`src/rtl/blakeminer_pkg.sv`:
```
// Shared definitions for the golden-nonce result path: nonce width and the
// output-pacing FSM encoding.
package blakeminer_pkg;

  localparam int NONCE_W = 32;

  typedef enum logic {
    ST_IDLE = 1'b0,
    ST_GAP  = 1'b1
  } gn_state_e;

endpackage

```
`src/rtl/nonce_fifo.sv`:
```
// Small synchronous nonce queue with flush; storage is not reset, only the
// pointers and occupancy are.
module nonce_fifo
  import blakeminer_pkg::*;
#(
  parameter int DEPTH = 4
) (
  input  logic               hash_clk,
  input  logic               rst,
  input  logic               flush_i,
  input  logic               push_i,
  input  logic [NONCE_W-1:0] push_data_i,
  input  logic               pop_i,
  output logic [NONCE_W-1:0] head_o,
  output logic               full_o,
  output logic               empty_o
);

  localparam int AW = (DEPTH > 1) ? $clog2(DEPTH) : 1;

  // Push is accepted only while !full_o and pop only while !empty_o; both may
  // happen in one cycle. A pop when full frees its slot from the next cycle.
  logic [NONCE_W-1:0] mem_q [DEPTH];
  logic [AW-1:0]      wr_ptr_q, rd_ptr_q;
  logic [AW:0]        count_q;
  logic               do_push, do_pop;

  assign full_o  = (count_q == (AW+1)'(DEPTH));
  assign empty_o = (count_q == '0);
  assign head_o  = mem_q[rd_ptr_q];
  assign do_push = push_i && !full_o;
  assign do_pop  = pop_i && !empty_o;

  always_ff @(posedge hash_clk or posedge rst) begin
    if (rst) begin
      wr_ptr_q <= '0;
      rd_ptr_q <= '0;
      count_q  <= '0;
    end else if (flush_i) begin
      wr_ptr_q <= '0;
      rd_ptr_q <= '0;
      count_q  <= '0;
    end else begin
      if (do_push) wr_ptr_q <= wr_ptr_q + 1'b1;
      if (do_pop)  rd_ptr_q <= rd_ptr_q + 1'b1;
      count_q <= count_q + (AW+1)'(do_push) - (AW+1)'(do_pop);
    end
  end

  always_ff @(posedge hash_clk) begin
    if (do_push && !flush_i) mem_q[wr_ptr_q] <= push_data_i;
  end

endmodule

```
`src/rtl/golden_nonce_arbiter.sv`:
```
// Collects golden nonces from several hash cores, arbitrates them round-robin
// into a queue and emits them as strobes spaced at least MIN_GAP cycles apart.
module golden_nonce_arbiter
  import blakeminer_pkg::*;
#(
  parameter int NUM_CORES  = 2,
  parameter int FIFO_DEPTH = 4,
  parameter int MIN_GAP    = 8
) (
  input  logic                         hash_clk,
  input  logic                         rst,
  input  logic [NUM_CORES-1:0]         gn_match_i,
  input  logic [NUM_CORES*NONCE_W-1:0] golden_nonce_i,
  input  logic                         new_work,
  output logic                         is_golden_ticket,
  output logic [NONCE_W-1:0]           golden_nonce,
  output logic [7:0]                   drop_count,
  output gn_state_e                    dbg_state_o,
  output logic [1:0]                   dbg_rr_ptr_o
);

  localparam int RR_W = (NUM_CORES > 1) ? $clog2(NUM_CORES) : 1;

  logic [NUM_CORES-1:0] pend_q, pend_d, grant_oh;
  logic [NONCE_W-1:0]   pend_nonce_q [NUM_CORES];
  logic [NONCE_W-1:0]   pend_nonce_d [NUM_CORES];
  logic [RR_W-1:0]      rr_ptr_q, rr_ptr_d, grant_idx;
  logic                 grant_vld, drop_any;
  logic [7:0]           drop_count_q, drop_count_d;
  gn_state_e            state_q, state_d;
  logic [7:0]           gap_q, gap_d;
  logic                 ticket_q, ticket_d;
  logic [NONCE_W-1:0]   nonce_out_q, nonce_out_d;
  logic                 fifo_full, fifo_empty, fifo_pop;
  logic [NONCE_W-1:0]   fifo_head;

  // Round-robin search starting at rr_ptr; new_work suppresses the grant since
  // the queue is being flushed in the same cycle.
  always_comb begin
    grant_vld = 1'b0;
    grant_idx = '0;
    if (!fifo_full && !new_work) begin
      for (int k = 0; k < NUM_CORES; k++) begin
        if (!grant_vld && pend_q[(int'(rr_ptr_q) + k) % NUM_CORES]) begin
          grant_vld = 1'b1;
          grant_idx = RR_W'((int'(rr_ptr_q) + k) % NUM_CORES);
        end
      end
    end
    for (int i = 0; i < NUM_CORES; i++) begin
      grant_oh[i] = grant_vld && (int'(grant_idx) == i);
    end
    rr_ptr_d = rr_ptr_q;
    if (grant_vld) begin
      rr_ptr_d = (int'(grant_idx) == NUM_CORES - 1) ? '0 : grant_idx + 1'b1;
    end
  end

  // A granted core may reload in the cycle its old nonce leaves for the queue.
  always_comb begin
    pend_d       = pend_q;
    pend_nonce_d = pend_nonce_q;
    drop_any     = 1'b0;
    for (int i = 0; i < NUM_CORES; i++) begin
      if (new_work) begin
        pend_d[i] = 1'b0;
      end else if (gn_match_i[i] && (!pend_q[i] || grant_oh[i])) begin
        pend_d[i]       = 1'b1;
        pend_nonce_d[i] = golden_nonce_i[i*NONCE_W +: NONCE_W];
      end else begin
        if (gn_match_i[i]) drop_any = 1'b1;
        if (grant_oh[i])   pend_d[i] = 1'b0;
      end
    end
    drop_count_d = drop_count_q;
    if (drop_any && drop_count_q != 8'hFF) drop_count_d = drop_count_q + 8'd1;
  end

  // Output pacing: strobe on pop, then hold off for MIN_GAP cycles in total.
  always_comb begin
    state_d     = state_q;
    gap_d       = gap_q;
    ticket_d    = 1'b0;
    nonce_out_d = nonce_out_q;
    fifo_pop    = 1'b0;
    if (new_work) begin
      state_d = ST_IDLE;
      gap_d   = '0;
    end else begin
      case (state_q)
        ST_IDLE: begin
          if (!fifo_empty) begin
            fifo_pop    = 1'b1;
            nonce_out_d = fifo_head;
            ticket_d    = 1'b1;
            gap_d       = 8'(MIN_GAP - 1);
            state_d     = ST_GAP;
          end
        end
        ST_GAP: begin
          if (gap_q <= 8'd1) begin
            gap_d   = '0;
            state_d = ST_IDLE;
          end else begin
            gap_d = gap_q - 8'd1;
          end
        end
        default: state_d = ST_IDLE;
      endcase
    end
  end

  always_ff @(posedge hash_clk or posedge rst) begin
    if (rst) begin
      pend_q       <= '0;
      rr_ptr_q     <= '0;
      drop_count_q <= '0;
      state_q      <= ST_IDLE;
      gap_q        <= '0;
      ticket_q     <= 1'b0;
      nonce_out_q  <= '0;
    end else begin
      pend_q       <= pend_d;
      rr_ptr_q     <= rr_ptr_d;
      drop_count_q <= drop_count_d;
      state_q      <= state_d;
      gap_q        <= gap_d;
      ticket_q     <= ticket_d;
      nonce_out_q  <= nonce_out_d;
    end
  end

  always_ff @(posedge hash_clk) begin
    pend_nonce_q <= pend_nonce_d;
  end

  nonce_fifo #(.DEPTH(FIFO_DEPTH)) u_fifo (
    .hash_clk    (hash_clk),
    .rst         (rst),
    .flush_i     (new_work),
    .push_i      (grant_vld),
    .push_data_i (pend_nonce_q[grant_idx]),
    .pop_i       (fifo_pop),
    .head_o      (fifo_head),
    .full_o      (fifo_full),
    .empty_o     (fifo_empty)
  );

  assign is_golden_ticket = ticket_q;
  assign golden_nonce     = nonce_out_q;
  assign drop_count       = drop_count_q;
  assign dbg_state_o      = state_q;
  assign dbg_rr_ptr_o     = 2'(rr_ptr_q);

endmodule

```
`config.mk`:
```
export PLATFORM = sky130hd
export DESIGN_NAME = golden_nonce_arbiter
export DESIGN_NICKNAME = d
export VERILOG_FILES = /design/src/rtl/blakeminer_pkg.sv /design/src/rtl/nonce_fifo.sv /design/src/rtl/golden_nonce_arbiter.sv
export SDC_FILE = /design/constraint.sdc
export NUM_CORES = 1
export LEC_CHECK = 0
export BUFFER_PORTS_ARGS = -buffer_cell sky130_fd_sc_hd__buf_4
export CAP_MARGIN = 25
export CORE_ASPECT_RATIO = 1.4
export CORE_MARGIN = 2
export CORE_UTILIZATION = 58
export CTS_BUF_LIST = sky130_fd_sc_hd__clkbuf_16
export DETAILED_ROUTE_END_ITERATION = 12
export PLACE_DENSITY = 0.76
export SYNTH_ARGS = -nofsm -noshare
export SYNTH_HDL_FRONTEND = slang
export SYNTH_SLANG_ARGS = --single-unit
```
`constraint.sdc`:
```
create_clock -name hash_clk -period 3.8 [get_ports hash_clk]
set_input_delay 0.57 -clock hash_clk [delete_from_list [all_inputs] [get_ports hash_clk]]
set_output_delay 0.57 -clock hash_clk [all_outputs]
set_load 0.02 [all_outputs]
```
==> results of run 1 <==
==> cells in the final DEF (no fill, tap or decap), drive strengths merged, types with 4 or more instances in the layout <==
master  netlist  layout
xnor2         4       4
nor2         12      12
or3           5       5
xor2          5       5
dfrtp        60      60
edfxtp      192     192
nor4          7       7
clkinv        0       9
o21ai        10      10
nand2       107     107
buf          16     117
mux4         32      32
ha            9       9
inv          14      21
clkbuf        6      23
mux2         35      35
and2          5       5
nor3          5       5
==> routing by layer <==
metal,up-vias,wire [µm]
met1,2470,6500
met4,0,435
met5,-,0
li1,2317,-
met2,130,9140
met3,30,739
==> worst paths after layout <==
kind	startpoint	end	slack, ns	cells after the start
worst max-delay path	u_fifo.count_q[1]	u_fifo.count_q[2]	1.49	10
worst min-delay path	rst	golden_nonce[6]	0.17	2
worst max register to register	u_fifo.count_q[1]	u_fifo.count_q[2]	1.49	10
worst min register to register	golden_nonce[10]	golden_nonce[10]	0.48	2
max in group asynchronous	rst	u_fifo.rd_ptr_q[1]	2.74	3
min in group hash_clk	golden_nonce_i[1]	pend_nonce_q[33]	0.24	1
==> worst register-to-register path: cells and delay by family, from the launching register on <==
family                     cells  cell delay (ns)
adders and majority gates      3             0.79
and+or+nand+nor                3             0.64
DFF                            1             0.46
buffers and inverters          3             0.15
xor gates and xnor gates       1             0.16
==> power by group <==
part           internal, mW  switching (mW)
sequential             3.41           0.295
combinational         0.863            1.05
clock                  1.16           0.911
==> state kept, by name, indices dropped and copies added (netlist names), 3 cells and up <==
signal,flops
drop_count,8
u_fifo.mem_q,128
golden_nonce,32
u_fifo.count_q,3
pend_nonce_q,64
gap_q,8
==> metrics by stage <==
step                hold slack, ns  setup WS, ns
floorplan                    0.464         0.611
detailed placement           0.468          1.36
finish                       0.174          1.49
global route                 0.222          1.37
CTS                          0.187          1.49
global placement             0.466          1.44
==> area by class of cell <==
class                   instances  area [µm²]  area share
inverters                      14        52.6     0.00459
flip-flops and latches        252        7270       0.635
clock inverters                18         105     0.00918
well taps                     203         254      0.0222
repair buffers                117         891      0.0778
clock buffers                  23         576      0.0503
multi-input cells             271        2300       0.201
==> logic make-up after synthesis <==
family | count (synthesis) | synth area share
AO/OA/AOI/OAI | 27 | 0.0221
flip-flops | 252 | 0.746
XOR/XNOR | 9 | 0.00809
buffers and inverters | 36 | 0.0189
multiplexers | 68 | 0.116
other | 1 | 0.000385
AND/OR/NAND/NOR | 156 | 0.0748
adder cells (fa/ha/maj) | 10 | 0.0136
==> run summary, run 1 <==
The routed design has 16800 µm of wire. The total track usage is 0.193. After detailed routing, the number of vias per cell comes to 5.51.

The post-synthesis net count was 638. The most frequent cell on the critical path was sky130_fd_sc_hd__inv_1. Yosys attributes the largest share of cell area to sky130_fd_sc_hd__edfxtp_1 (59%), sky130_fd_sc_hd__dfrtp_1 (15%), sky130_fd_sc_hd__mux4_2 (7.4%). Global routing finished with a remaining overflow of 0.

The count of final hold-check violations is 0. For this run, the post-layout net count is 758. The core region is 0.0166 mm².

The area of the die is 0.0179 mm², and the delay of the slowest cell on the worst path is 0.51 ns. The logs give 0 for the number of antenna violations at the first check in global routing and 0.410 for the headroom to the max-slew limit. The remaining design rule violation count is 0. The run gives 0 as the count of nets left with antenna violations after detail routing. Among all flip-flop cells after synthesis, the most frequent one is sky130_fd_sc_hd__edfxtp_1.

The final route contains 4947 vias. The number of buffers and inverters on the critical path is 3. The run gives 0.746 as the post-synthesis sequential area ratio. The run gives 0.586 as the starting density of the core. The tools report the cell area after synthesis as 0.00974 mm². Final cell count without fillers: 898. For the required time at the endpoint of the critical path, the log shows 4.19 ns. On the critical path, the stage with the largest delay is an instance of sky130_fd_sc_hd__or3_2. Counting instances in the post-synthesis netlist gives the leading cell types as sky130_fd_sc_hd__edfxtp_1 (192), sky130_fd_sc_hd__nand2_1 (107), sky130_fd_sc_hd__dfrtp_1 (60).

Clock-pin slew was measured on the worst setup and hold paths at 0.06 ns. After layout, the minimum clock period comes to 2.31 ns. Post-CTS repair changed the size of 0 cells. The sort of element at the end of the critical path was a flop. The CTS H-tree depth was 1.

The maximum clock path buffer count came out at 3. Synthesis inferred 252 register bits. The largest fanout on the critical path was 5.

The tree built by TritonCTS fans out to 252 sinks. Post-CTS timing repair inserted 0 buffers for setup. In this run the cell area measured after placement is 0.0107 mm².

The share of async-settable or async-resettable flops after synthesis is 0.238, and the insertion delay to the later sink of the worst-skew pair is 0.50 ns. Post-layout instance area: 0.0114 mm². 0 antenna diodes ended up in the layout. The count of yosys warnings during synthesis is 0. After synthesis, the netlist uses 53 different library cells.

Derived from the worst setup path, the maximum achievable clock frequency is 0.432 GHz. The HPWL after detailed placement is 10600 µm. The final-layout setup total negative slack is 0 ns. The gate count of the mapped netlist was 559; the number of top-level pins was 113. Most congested layer reported by global routing: met2.

The synthesized design spends more area on one cell type than any other, namely sky130_fd_sc_hd__edfxtp_1. Measured along the y axis, the die boundary spans 157 µm. The run gives 36 as the largest net degree at the start of global routing. For the number of buffers created by CTS, the log shows 23. The iteration count of the initial detailed-routing pass was 5; the share of the core filled with cells was 0.689. The first global-routing pass estimated 26400 µm of wire. A synthesized cell averages 17.4 µm².

In this run the static leakage power is 4.43 nW. The number of rows created at floorplan was 56. The critical path is of the reg -> reg type. The flow ran to the end, and the final reports show no timing, DRC or antenna violations. The met3 layer usage reported by global route came out at 0.0296. The maximum clock skew at final layout is 0.0112 ns, and the number of buffers inserted by hold repair at cts is 0. By instance count, the leading cell after synthesis is sky130_fd_sc_hd__edfxtp_1.

The slew at the pin with the worst max-slew slack works out to 0.885 ns. The total power divided by cell area came out at 671 mW/mm². In the final routed layout, each cell accounts on average for 18.7 µm. Setup repair after global routing left no endpoint under its margin. Traced cell by cell, the critical path runs through or3_2 -> nand2_2 -> inv_1 -> ha_1 -> inv_1 -> ha_1 -> inv_1 -> fa_1 -> xnor2_1 -> nor2_1. The number of buffer cells added on primary ports is 111. Setup violations remaining at the end of the flow were counted as 0. At the end of routability-driven placement, the weighted congestion stood at 0.783. The first routing iteration left 331 violations.

The synthesized design contains 192 enable-type register cells. In this run the clock root is driven by a sky130_fd_sc_hd__clkbuf_16. The die span in x is 114 µm, and the via count of the first global-routing pass is 5211. The logs give 0 for the final count of pins violating max slew and 0.352 for the routing usage on met2. Class of the most critical hold timing path: in -> async. At the worst endpoint, the arrival time is 2.70 ns.

The met1 global-route usage was 0.236. The layout cell share with drive strength beyond 1 is 0.315. The largest delay contributor family on the critical path was adder cells. The share of the clock period used by the worst path after layout came out at 0.609. The area growth from synthesis to final layout works out to 17.6%. Power comes to 7.69 mW. Across the run, the number of max-cap violations was 0. The tools report the element type at the critical path start as a flop.

Fill cells in the final layout number 1058. TritonCTS built the clock tree. For the worst-case vdd ir drop, the log shows 420 µV. The share of the synthesized area in the top cell type is 0.592. The total placed cells including tap cells was 856.
Note: power is estimated with default switching activity, not from simulation.
==> inputs of run 2 (changes only) <==
--- a/config.mk
+++ b/config.mk
@@ -9,10 +9,10 @@
 export CAP_MARGIN = 25
 export CORE_ASPECT_RATIO = 1.4
 export CORE_MARGIN = 2
-export CORE_UTILIZATION = 58
+export CORE_UTILIZATION = 52
 export CTS_BUF_LIST = sky130_fd_sc_hd__clkbuf_16
 export DETAILED_ROUTE_END_ITERATION = 12
-export PLACE_DENSITY = 0.76
+export PLACE_DENSITY = 0.72
 export SYNTH_ARGS = -nofsm -noshare
 export SYNTH_HDL_FRONTEND = slang
 export SYNTH_SLANG_ARGS = --single-unit
==> constraint.sdc (replaced) <==
create_clock -name hash_clk -period 1.9 [get_ports hash_clk]
set_input_delay 0.285 -clock hash_clk [delete_from_list [all_inputs] [get_ports hash_clk]]
set_output_delay 0.285 -clock hash_clk [all_outputs]
set_load 0.02 [all_outputs]
==> run 2 against run 1 <==
Against the previous run:
- the run now ends with negative setup slack left
- sequential cell count unchanged
- global-route usage up 0.54 points
- final cell count up 19%
- critical endpoint is now u_fifo.count_q[1]
- largest cell class unchanged
- largest power group unchanged
==> run summary, run 2 (synthesis gave the netlist of run 1 again) <==
Final hold analysis gives a worst-case slack of 0.0243 ns. The run gives 2.34 ns as the required time at the endpoint of the critical path. The minimum period implied by the final worst setup slack is 2.02 ns, and the largest fanout on the critical path is 2.

The total buffers and inverters traversed by the critical path was 3; the area of the die was 0.0199 mm². The most common cell after layout, fill and taps aside was sky130_fd_sc_hd__edfxtp_1. Clock network power share: 0.281. The starting density of the core is 0.528, and the maximum clock frequency is 0.494 GHz.

The run gives 0 as the remaining design rule violation count. The worst hold path cell count is 2. Grouping stages by cell kind, the critical path spends the most delay in adder cells. The source of the worst register-to-register timing path was u_fifo.count_q[0]. The run gives 0 as the final count of pins violating max slew. The worst-case reg-to-reg path depth was 9; the clock slew seen by the registers of the worst setup and hold paths was 0.07 ns.

For this design the static power due to leakage is 5.35 nW. The worst setup path is launched from a flop. For flop-to-flop paths, the worst setup slack is -0.12 ns. The maximum clock path buffer count was 3; the detailed placer's ending HPWL was 11700 µm. Critical-path cell with the highest stage delay: sky130_fd_sc_hd__fa_2.

For the final-layout setup total negative slack, the log shows -8.47 ns. Origin of the worst min-delay path: gn_match_i[1]. The maximum clock skew at final layout was 0.0123 ns; the slew at the pin with the worst max-slew slack was 0.608 ns.

Across the run, the number of max-cap violations was 0. Leaving out fill and tap cells, the most frequent cells in the layout are sky130_fd_sc_hd__edfxtp_1 (192), sky130_fd_sc_hd__buf_4 (139), sky130_fd_sc_hd__nand2_1 (106). The switching part of the total was 0.293.

The worst-case vdd ir drop was 901 µV; the headroom to the max-slew limit was 0.592. The destination of the worst hold path was pend_q[1]. TritonCTS built the clock tree. The CTS H-tree depth is 1. TritonCTS created 23 clock buffers. The die is 120 µm wide. Setup repair after global routing could not meet its margin everywhere.

The tools report the least setup slack across all paths after layout as -0.125 ns. In the routed layout, each cell is associated on average with a via count of 5.28. The leftover overflow at the end of global routing was 0. The run gives 2.47 ns as the signal arrival time at the worst endpoint. The number of rows created at floorplan came out at 59.

The worst reg2reg path endpoint is u_fifo.count_q[1]. The tools report the count of nets left with antenna violations after detail routing as 0. The signal on the critical path passes through or3_4 -> nand2_4 -> inv_2 -> ha_4 -> inv_4 -> ha_4 -> inv_2 -> fa_2 -> nor2_1. The run gives 30500 µm as the first-pass GRT wire length.

The path class of the tightest hold or removal check is in -> reg. The delay of the slowest cell on the worst path is 0.43 ns, and the via count of the first global-routing pass is 6051. Clock tree synthesis found a total of 252 sinks. From synthesis to final layout, the design area changed by 38.0%. The final reports fail on negative setup slack.

The insertion delay to the later sink of the worst-skew pair was 0.51 ns. The number of antenna diodes in the final layout is 0. Combinational fraction of design power: 0.295. The internal power of the cells totals 12.2 mW.

The category of the most critical setup path is reg -> reg. The total power divided by cell area was 1280 mW/mm². In this run the tool buffered the top-level ports with 111 buffer cells. The iteration count of the initial detailed-routing pass is 4, and the wire length per cell is 20.4 µm. The register with the most flip-flops in the layout has 128 of them.

For this block, the via count after detailed routing is 5663. The flow ran to the end, but the final reports show violations. The sequential share of power is 0.424, and the share of the clock period used by the worst path after layout is 1.07. The root buffer cell chosen for the clock tree is sky130_fd_sc_hd__clkbuf_16.

More flip-flops sit in one register than any other, and that register is u_fifo.mem_q. Count of final hold-check violations: 0. The core region is 0.0185 mm². The number of antenna violations at the first check in global routing was 0.

The layout cell share with drive strength beyond 1 came out at 0.381. Setup violations remaining at the end of the flow were counted as 205. The final layout contains routed wiring with a total length of 21800 µm. The tools report the sort of element at the end of the critical path as a flop. The vertical extent of the die is 166 µm. The logs give 61 for the largest net degree at the start of global routing and 0.758 for the placer's final routability congestion estimate. The power dissipated by switching net loads is 5.06 mW, and the number of top-level pins is 113.

Number of nets in the layout: 891. The total track usage was 0.199; the starting DRC count in detailed routing was 400.
run 2: changes by cell type in the layout (fill, tap and decap cells not counted), moves of 4 or more:
cell	delta
sky130_fd_sc_hd__dlygate4sd3_1	+65
sky130_fd_sc_hd__mux2_4	+32
sky130_fd_sc_hd__buf_4	+23
sky130_fd_sc_hd__mux2_1	-17
sky130_fd_sc_hd__buf_6	+16
sky130_fd_sc_hd__mux2_2	-15
sky130_fd_sc_hd__buf_12	+14
sky130_fd_sc_hd__clkbuf_16	+12
sky130_fd_sc_hd__inv_1	-6
sky130_fd_sc_hd__and2_2	-4
sky130_fd_sc_hd__and2_4	+4
sky130_fd_sc_hd__bufinv_16	+4
run 2: worst max path at each step:
stage | startpoint | to | slack [ns] | depth (start not counted)
floorplan | u_fifo.count_q[2] | pend_nonce_q[0] | -0.60 | 5
global placement | u_fifo.count_q[0] | u_fifo.count_q[2] | -0.25 | 10
detailed placement | u_fifo.count_q[0] | u_fifo.count_q[2] | -0.33 | 10
CTS | u_fifo.count_q[2] | u_fifo.count_q[1] | -0.11 | 9
global route | u_fifo.count_q[0] | u_fifo.count_q[1] | -0.17 | 9
finish | u_fifo.count_q[0] | u_fifo.count_q[1] | -0.12 | 9
run 2: power groups by stage:
stage / registers [mW] / logic, mW / clock network (mW)
2_1_floorplan: 7.72 / 2.29 / 0
3_3_place_gp: 7.34 / 4.26 / 0
3_5_place_dp: 7.39 / 4.38 / 0
4_1_cts: 7.29 / 4.67 / 4.88
5_1_grt: 7.38 / 5.47 / 5.18
6_report: 7.31 / 5.10 / 4.84
run 2: what timing repair did:
item | CTS | global route
buffers inserted | 2 | 11
endpoints found under the hold margin | 124 | 0
hold buffers | 65 | 0
pin swaps | 4 | 16
gates cloned | 1 | 15
resized for setup | 54 | 33
endpoints found under the setup margin | 247 | 316
run 2: metrics by stage:
stage                     instances  setup slack (ns)  cell area (µm²)  power [mW]   util
after floorplan                 559            -0.605             9770        10.0      -
after global placement          938            -0.248            11300        11.6  0.611
after detailed placement        938            -0.331            11300        11.8  0.611
after CTS                      1047            -0.114            12900        16.8  0.698
after global routing           1073            -0.173            13400        18.0  0.728
final                          1073            -0.125            13400        17.2  0.728
run 2: cell type report:
| type | count | area (µm²) |
|---|---|---|
| Clock buffer | 23 | 576 |
| Fill cell | 1091 | 5020 |
| Tap cell | 244 | 305 |
| Sequential cell | 252 | 7270 |
| Multi-Input combinational cell | 271 | 2490 |
| Clock inverter | 19 | 216 |
| Inverter | 14 | 55.1 |
| Timing Repair Buffer | 250 | 2520 |
run 2: worst register-to-register path, delay by kind of cell (launching register included):
kind                       cells  cell delay (ns)
and+or+nand+nor                3             0.61
DFF                            1             0.39
buffers and inverters          3             0.12
adders and majority gates      3             0.84
run 2: routing by layer:
layer | global-route usage | vias up | wire length, µm
met5 | 0 | - | 0
met4 | 0.0706 | 0 | 428
met3 | 0.0292 | 36 | 937
met2 | 0.377 | 171 | 12300
met1 | 0.224 | 2860 | 8150
li1 | - | 2596 | -
